==> src/rtl/sw_pkg.sv <==
// ----------------------------------------------------------------------------
// sw_pkg
// Shared definitions for the Smith-Waterman array controller:
//   - 2-bit nucleotide encodings
//   - controller state enumeration
//   - default score width (matches the PE V/F datapath)
// ----------------------------------------------------------------------------
package sw_pkg;

  localparam int SW_WIDTH = 10;

  localparam logic [1:0] BASE_A = 2'b00;
  localparam logic [1:0] BASE_C = 2'b01;
  localparam logic [1:0] BASE_G = 2'b10;
  localparam logic [1:0] BASE_T = 2'b11;

  typedef enum logic [2:0] {
    ST_IDLE,
    ST_LOAD,
    ST_STREAM,
    ST_DRAIN,
    ST_DONE
  } sw_ctrl_state_t;

endpackage

==> src/rtl/sw_max_tracker.sv <==
// ----------------------------------------------------------------------------
// sw_max_tracker
// Keeps the best signed score seen in a job and the column where it occurred.
// The running maximum starts at 0, so negative scores never win, and a strict
// compare keeps the earliest column on ties.
// Ports:
//   clk, rst        clock, synchronous active-high reset
//   i_clr           clear score/position for a new job
//   i_en            i_v/i_pos carry a qualified column result this cycle
//   i_v             candidate score (signed)
//   i_pos           column index of the candidate
//   o_max_score     best score so far (signed)
//   o_max_pos       column of o_max_score
// ----------------------------------------------------------------------------
module sw_max_tracker #(
  parameter int WIDTH = 10,
  parameter int POS_W = 16
) (
  input  logic                    clk,
  input  logic                    rst,
  input  logic                    i_clr,
  input  logic                    i_en,
  input  logic signed [WIDTH-1:0] i_v,
  input  logic        [POS_W-1:0] i_pos,
  output logic signed [WIDTH-1:0] o_max_score,
  output logic        [POS_W-1:0] o_max_pos
);

  logic signed [WIDTH-1:0] r_max_score;
  logic        [POS_W-1:0] r_max_pos;

  always_ff @(posedge clk) begin
    if (rst || i_clr) begin
      r_max_score <= '0;
      r_max_pos   <= '0;
    end else if (i_en && (i_v > r_max_score)) begin
      r_max_score <= i_v;
      r_max_pos   <= i_pos;
    end
  end

  assign o_max_score = r_max_score;
  assign o_max_pos   = r_max_pos;

endmodule

==> src/rtl/sw_array_ctrl.sv <==
// ----------------------------------------------------------------------------
// sw_array_ctrl
// Sequencer for a linear chain of NUM_PE Smith-Waterman PEs (affine gaps).
// Loads one short-read base per PE, streams the reference into PE 0, and
// tracks the best score leaving the last PE together with its column.
// Ports:
//   clk, rst              clock, synchronous active-high reset
//   start, ref_len        job request (sampled in IDLE) and reference length
//   rd_base/valid/ready   short-read base stream
//   ref_base/valid/ready  reference base stream
//   S_out, store_S        read base broadcast + one-hot PE load strobe
//   T_out, init_out       reference base into PE 0 + column-valid flag
//   V_last, init_last     score and column-valid from the last PE
//   busy, done            job in progress / one-cycle completion pulse
//   max_score, max_pos    best score of the job and its 0-based column
// ----------------------------------------------------------------------------
module sw_array_ctrl
  import sw_pkg::*;
#(
  parameter int NUM_PE    = 6,
  parameter int WIDTH     = SW_WIDTH,
  parameter int REF_LEN_W = 16
) (
  input  logic                    clk,
  input  logic                    rst,
  input  logic                    start,
  input  logic [REF_LEN_W-1:0]    ref_len,
  input  logic [1:0]              rd_base,
  input  logic                    rd_valid,
  output logic                    rd_ready,
  input  logic [1:0]              ref_base,
  input  logic                    ref_valid,
  output logic                    ref_ready,
  output logic [1:0]              S_out,
  output logic [NUM_PE-1:0]       store_S,
  output logic [1:0]              T_out,
  output logic                    init_out,
  input  logic signed [WIDTH-1:0] V_last,
  input  logic                    init_last,
  output logic                    busy,
  output logic                    done,
  output logic signed [WIDTH-1:0] max_score,
  output logic [REF_LEN_W-1:0]    max_pos
);

  localparam int IDX_W = (NUM_PE > 1) ? $clog2(NUM_PE) : 1;

  sw_ctrl_state_t        r_state;
  logic [REF_LEN_W-1:0]  r_ref_len;
  logic [REF_LEN_W-1:0]  r_ref_cnt;
  logic [REF_LEN_W-1:0]  r_col_cnt;
  logic [IDX_W-1:0]      r_load_idx;
  logic [1:0]            r_s_out;
  logic [1:0]            r_t_out;
  logic [NUM_PE-1:0]     r_store_s;
  logic                  r_init_out;

  logic w_clr;
  logic w_track;

  assign w_clr   = (r_state == ST_IDLE) && start;
  // Only the first ref_len columns out of the array belong to this job.
  assign w_track = ((r_state == ST_STREAM) || (r_state == ST_DRAIN)) &&
                   init_last && (r_col_cnt < r_ref_len);

  always_ff @(posedge clk) begin
    if (rst) begin
      r_state    <= ST_IDLE;
      r_ref_len  <= '0;
      r_ref_cnt  <= '0;
      r_col_cnt  <= '0;
      r_load_idx <= '0;
      r_s_out    <= '0;
      r_t_out    <= '0;
      r_store_s  <= '0;
      r_init_out <= 1'b0;
    end else begin
      // Strobes are single-cycle unless an accept re-asserts them below.
      r_store_s  <= '0;
      r_init_out <= 1'b0;
      if (w_track) r_col_cnt <= r_col_cnt + REF_LEN_W'(1);

      case (r_state)
        ST_IDLE: begin
          if (start) begin
            r_ref_len  <= ref_len;
            r_ref_cnt  <= '0;
            r_col_cnt  <= '0;
            r_load_idx <= '0;
            r_state    <= ST_LOAD;
          end
        end
        ST_LOAD: begin
          if (rd_valid) begin
            r_s_out   <= rd_base;
            r_store_s <= NUM_PE'(1) << r_load_idx;
            if (r_load_idx == IDX_W'(NUM_PE - 1)) begin
              r_state <= (r_ref_len == '0) ? ST_DONE : ST_STREAM;
            end else begin
              r_load_idx <= r_load_idx + IDX_W'(1);
            end
          end
        end
        ST_STREAM: begin
          // A cycle without ref_valid leaves init_out low: a bubble column.
          if (ref_valid) begin
            r_t_out    <= ref_base;
            r_init_out <= 1'b1;
            r_ref_cnt  <= r_ref_cnt + REF_LEN_W'(1);
            if (r_ref_cnt + REF_LEN_W'(1) == r_ref_len) r_state <= ST_DRAIN;
          end
        end
        ST_DRAIN: begin
          if (r_col_cnt == r_ref_len) r_state <= ST_DONE;
        end
        ST_DONE: begin
          r_state <= ST_IDLE;
        end
        default: r_state <= ST_IDLE;
      endcase
    end
  end

  sw_max_tracker #(
    .WIDTH (WIDTH),
    .POS_W (REF_LEN_W)
  ) u_max (
    .clk         (clk),
    .rst         (rst),
    .i_clr       (w_clr),
    .i_en        (w_track),
    .i_v         (V_last),
    .i_pos       (r_col_cnt),
    .o_max_score (max_score),
    .o_max_pos   (max_pos)
  );

  assign rd_ready  = (r_state == ST_LOAD);
  assign ref_ready = (r_state == ST_STREAM);
  assign busy      = (r_state != ST_IDLE);
  assign done      = (r_state == ST_DONE);
  assign S_out     = r_s_out;
  assign store_S   = r_store_s;
  assign T_out     = r_t_out;
  assign init_out  = r_init_out;

endmodule

==> config.mk <==
export PLATFORM = sky130hd
export DESIGN_NAME = sw_array_ctrl
export DESIGN_NICKNAME = d
export VERILOG_FILES = /design/src/rtl/sw_pkg.sv /design/src/rtl/sw_max_tracker.sv /design/src/rtl/sw_array_ctrl.sv
export SDC_FILE = /design/constraint.sdc
export NUM_CORES = 1
export LEC_CHECK = 0
export CELL_PAD_IN_SITES_DETAIL_PLACEMENT = 1
export CELL_PAD_IN_SITES_GLOBAL_PLACEMENT = 2
export CORE_MARGIN = 4
export CORE_UTILIZATION = 35
export CTS_BUF_LIST = sky130_fd_sc_hd__clkbuf_2 sky130_fd_sc_hd__clkbuf_4 sky130_fd_sc_hd__clkbuf_8
export DETAILED_ROUTE_END_ITERATION = 10
export PLACE_DENSITY_LB_ADDON = 0.1
export SYNTH_ARGS = -nofsm -noshare
export SYNTH_HDL_FRONTEND = slang
export SYNTH_SLANG_ARGS = --single-unit
export TNS_END_PERCENT = 1
==> constraint.sdc <==
create_clock -name clk -period 6.81 [get_ports clk]
set_input_delay 1.0215 -clock clk [delete_from_list [all_inputs] [get_ports clk]]
set_output_delay 1.0215 -clock clk [all_outputs]
set_load 0.005 [all_outputs]
Word level (Yosys, flattened, before mapping)
Cells that the tools add are included.
{"block": "classes", "n_eq_ne": 14, "reduce_logical": 19, "shift": 1, "bitwise": 3, "multipliers": 0, "n_mux": 19, "addsub": 3, "div": 0, "order_cmp": 2}
{"op": "2-to-1 mux 16 bit", "count": 5}
{"op": "adder 16 x 1 -> 16 bit, second input constant", "count": 2}
{"op": "equality test 16 bit", "count": 2}
{"op": "one-hot mux 16 bit (2 select lines)", "count": 1}
{"op": "2-to-1 mux 3 bit", "count": 10}
{"op": "logical NOT 16 bit", "count": 1}
{"op": "less-than comparator 16 bit", "count": 1}
{"op": "one-hot mux 3 bit (4 select lines)", "count": 1}
{"op": "> comparator 10 bit", "count": 1}
{"op": "!= test 2 bit, second input constant", "count": 4}
{"op": "equality test 3 x 2 -> 1 bit, second input constant", "count": 2}
{"op": "equality test 3 bit, second input constant", "count": 2}
{"op": "!= test 2 x 1 -> 1 bit, second input constant", "count": 3}
{"op": "one-hot mux 3 bit (2 select lines)", "count": 1}
{"op": "AND reduction 2 bit", "count": 3}
{"op": "AND reduction 6 bit", "count": 1}
{"op": "left shift 1 x 3 -> 6 bit, first input constant", "count": 1}
{"op": "logical AND 1 bit", "count": 4}
{"op": "AND reduction 4 bit", "count": 1}
{"op": "nonzero test 2 bit", "count": 2}
{"op": "adder 3 x 1 -> 3 bit, second input constant", "count": 1}
{"op": "equality test 3 x 1 -> 1 bit, second input constant", "count": 1}
{"op": "logical NOT 3 bit", "count": 1}
{"op": "NOT 1 bit", "count": 3}
{"op": "other kinds (6)", "count": 7}
{"block": "word_totals", "mem_bits_rw": 0, "n_memories": 0, "elab_cells": 72, "reg_bits": 91, "mem_bits_ro": 0, "latch_bits": 0, "input_bits": 36}

Depth between registers and ports, before layout
{"block": "depth", "ltp_word": 7, "depth_mapped": 11}

Cells and area by module
Synthesis repeated with hierarchy kept, for this count alone.
{"block": "unflattened", "hier_cells": 623, "hier_area_um2": 5121.2}
{"module": "sw_array_ctrl", "area_each_um2": 3656.0, "n_inst": 1, "cells_per_inst": 468, "seq_area_each_um2": 1301.2}
{"module": "sw_max_tracker", "area_each_um2": 1465.2, "n_inst": 1, "cells_per_inst": 155, "seq_area_each_um2": 520.5}

Worst setup path before layout
Ideal clock, no wire load.
{"block": "synth_path", "path_type": "input to register", "from": "input V_last[1]", "to": "register u_max.r_max_pos[10], in the netlist u_max.o_max_pos[10]", "path_stages": 10, "t_arrival_ns": 2.865, "path_buffers": 2, "setup_slack_ns": 3.873, "t_required_ns": 6.738, "path_cell_list": "ha_1 nor2b_1 o21a_1 o21ai_1 a21oi_1 o31ai_1 a211o_1 clkbuf_1 buf_2 mux2i_1"}
{"block": "synth_between", "elab_chain_cells": 2}
{"element": "start: declaration", "line_no": "sw_array_ctrl.sv:38", "text": "input logic signed [WIDTH-1:0] V_last,"}
{"element": "> comparator 10 bit", "line_no": "sw_max_tracker.sv:36", "text": "end else if (i_en && (i_v > r_max_score)) begin"}
{"element": "logical AND 1 bit", "line_no": "sw_max_tracker.sv:36"}
{"element": "end signal: assignment", "line_no": "sw_max_tracker.sv:38", "text": "r_max_pos <= i_pos;"}
{"element": "end: declaration", "line_no": "sw_max_tracker.sv:30", "text": "logic [POS_W-1:0] r_max_pos;"}
No other way between the ends.
A chain may end at the register's enable or synchronous reset.

Final worst setup path
{"block": "layout_path", "from": "input V_last[1]", "to": "register u_max.r_max_pos[13], in the netlist u_max.o_max_pos[13]"}
The elaborated chain is that of the path after synthesis.

==> out/results.tsv <==
metric	value	unit
worst min-delay path category	flop to flop	
synth warn	0	
unrepaired setup endpoints after global routing	false	
root buf cell	clkbuf_8	
Die Span X	127	um
crit path time final	3270	ps
CTS tree	yes	
DR WL/cell	17.0	um
Die H	127	um
H-Tree Depth	3	
clock sink count	91	
Post-synth EDFFs	0	
global-route wire length before repair	24300	um
top post-synthesis cells by area	dfxtp_1, nand2_1, ha_1, mux2i_1, a21oi_1	
antenna violations before repair	0	
ANT nets after route	0	
Leakage Power	0.00227	uW
Synth Instances	602	
largest net degree at the start of global routing	53	
vias per cell	5.26	
fraction of layout cells with a size suffix above 1	0.0537	
# hold bufs at CTS	0	
Post-synth ARST share	0	
Post-Syn Nets	669	
Num CTS Buffers	9	
crit path capture type	flop	
Worst EP arrival	3570	ps
status	completed	
post-synthesis cell area	4930	um^2
crit-path max FO	13	
Combinational Power Share	0.259	
Area growth syn-to-layout	22.7	%
CP required	7110	ps
Final Cycle Share	0.481	
setup violators final	0	
CP Launch Point	V_last[1]	
most frequent cell after synthesis	nand2_1	
ant diodes	0	
Core Region	13800	um^2
P per Cell Area	233	nW/um^2
gr usage total	0.187	
# DRC	0	
Slew headroom	0.292	
switching share of power	0.334	
worst r2r path cells	10	
Pre-Repair DR Iteration Count	5	
CTS resizes	0	
vias in the first global route	4844	
Netlist cell types	61	
IO Pins	77	
FF-to-FF End	u_max.o_max_score[9]	
Cell Area, Placed	5820	um^2
Detailed Route WL	14400	um
final net count	733	
Post-synth top cells	nand2_1, dfxtp_1, a21oi_1, nor2_1, inv_1	
Final TNS setup	0	ps
Clock Power Share	0.311	
Flop pwr share	0.430	
sequential area share after synthesis	0.370	
worst clock skew	12.0	ps
syn_area_per_cell	8.19	um^2
peak supply drop	0.152	mV
ys flop type	dfxtp_1	
clk_lat worst skew	380	ps
max frequency	305	MHz
FP Rows	43	
max-slew violations	0	
measured slew at the worst slew-check pin	1060	ps
R2R Path Start	r_ref_len[9]	
Post-CTS Setup Repair Bufs	0	
Startpoint Class	primary input	
Die ar.	16000	um^2
Synth area leader	dfxtp_1	
Reg2Reg Setup Slack	3730	ps
Sw Pwr	470	uW
DP Wirelength	10600	um
Via Count	4473	
PortBufs	76	
placer congestion estimate	0.800	
total grt overflow	0	
post-route cell area	6050	um^2
#FFs+latches synth	91	
clock tree buffer depth	2	
kind of critical path	primary input to flop	
Initial Util	0.357	
Final Hold Fails	0	
Synth top area share	0.370	
crit path to	u_max.o_max_pos[13]	
Max-cap violations	0	
clk slew on worst S/H paths	80	ps
Internal Power	937	uW
1st-iter DRT viols	174	
-- routing by layer --
layer  GRT usage  part of all wire
met5           0                 0
met4      0.0410             0.011
met3      0.0509             0.039
met2       0.319              0.48
met1       0.236              0.47
-- cell families (layout without fill, tap and decap cells) --
logic type,count (synthesis),in the layout,synth area share
adders and majority gates,31,31,0.0787
DFF,91,91,0.370
AOI/OAI and AO/OA,114,114,0.137
and+or+nand+nor,246,246,0.249
xor gates and xnor gates,27,27,0.0480
muxes,32,32,0.0655
buffers and inverters,61,130,0.0528
-- worst max-delay path, cell delays in order --
cell             delay [ps]
clkdlybuf4s50_1         430
ha_1                    330
nor2b_1                 140
o21a_1                  160
o21ai_1                 120
a21oi_1                  80
o31ai_1                 370
a211o_1                 640
mux2i_1                 280
-- metrics by stage --
| step | utilization | setup WS (ps) | total power (uW) | hold WS (ps) | cells |
|---|---|---|---|---|---|
| finish | 0.437 | 3540 | 1410 | 466 | 851 |
| global placement | 0.421 | 3260 | 972 | 445 | 835 |
| CTS | 0.437 | 3570 | 1420 | 469 | 851 |
| detailed placement | 0.421 | 3170 | 983 | 454 | 835 |
| global route | 0.437 | 3350 | 1490 | 479 | 851 |
| floorplan | - | 3870 | 848 | 451 | 602 |
-- flip-flops by register name (all words and copies together), names as in the netlist --
name,cells
S_out,2
T_out,2
init_out,1
r_col_cnt,16
r_load_idx,3
r_ref_cnt,16
r_ref_len,16
r_state,3
store_S,6
u_max.o_max_pos,16
u_max.o_max_score,10
-- final cells by class --
class	count	area (um^2)
clock inverter	4	72.6
sequential	91	1820
multi-input combinational	450	2860
timing repair buffer	79	783
clock buffer	12	159
fill	1721	7780
tap	180	225
inverter	35	131
-- layout by cell type (no fill, tap or decap), types with 8 or more instances in the layout --
master           synthesis  final
nand2_1                111    111
clkdlybuf4s50_1          0     76
xor2_1                  11     11
o21ai_1                 11     11
xnor2_1                 16     16
a21oi_1                 54     54
ha_1                    31     31
nor2_1                  38     37
or3_1                   11     11
clkbuf_8                 1     11
mux2i_1                 30     30
nand4_1                  9      9
inv_1                   35     35
nand3_1                 10     10
nor3_1                  15     15
dfxtp_1                 91     91
and3_1                   8      8
o21ai_0                 16     16
-- power by group through the flow --
stage                     registers [uW]  clock network, uW  logic, uW
after floorplan                      594                  0        254
after global placement               617                  0        356
after detailed placement             618                  0        365
after CTS                            606                450        369
after global routing                 611                471        410
final                                605                437        364
-- worst min path at each step --
stage                         from                   to  slack (ps)  cells past startpoint
3_5_place_dp              S_out[1]             S_out[1]         450                      2
5_1_grt                   T_out[1]             T_out[1]         480                      2
3_3_place_gp   u_max.o_max_pos[10]  u_max.o_max_pos[10]         450                      2
2_1_floorplan   u_max.o_max_pos[0]   u_max.o_max_pos[0]         450                      2
4_1_cts                   T_out[1]             T_out[1]         470                      2
6_report        u_max.o_max_pos[2]   u_max.o_max_pos[2]         470                      2
(Power assumes the default switching activity.)
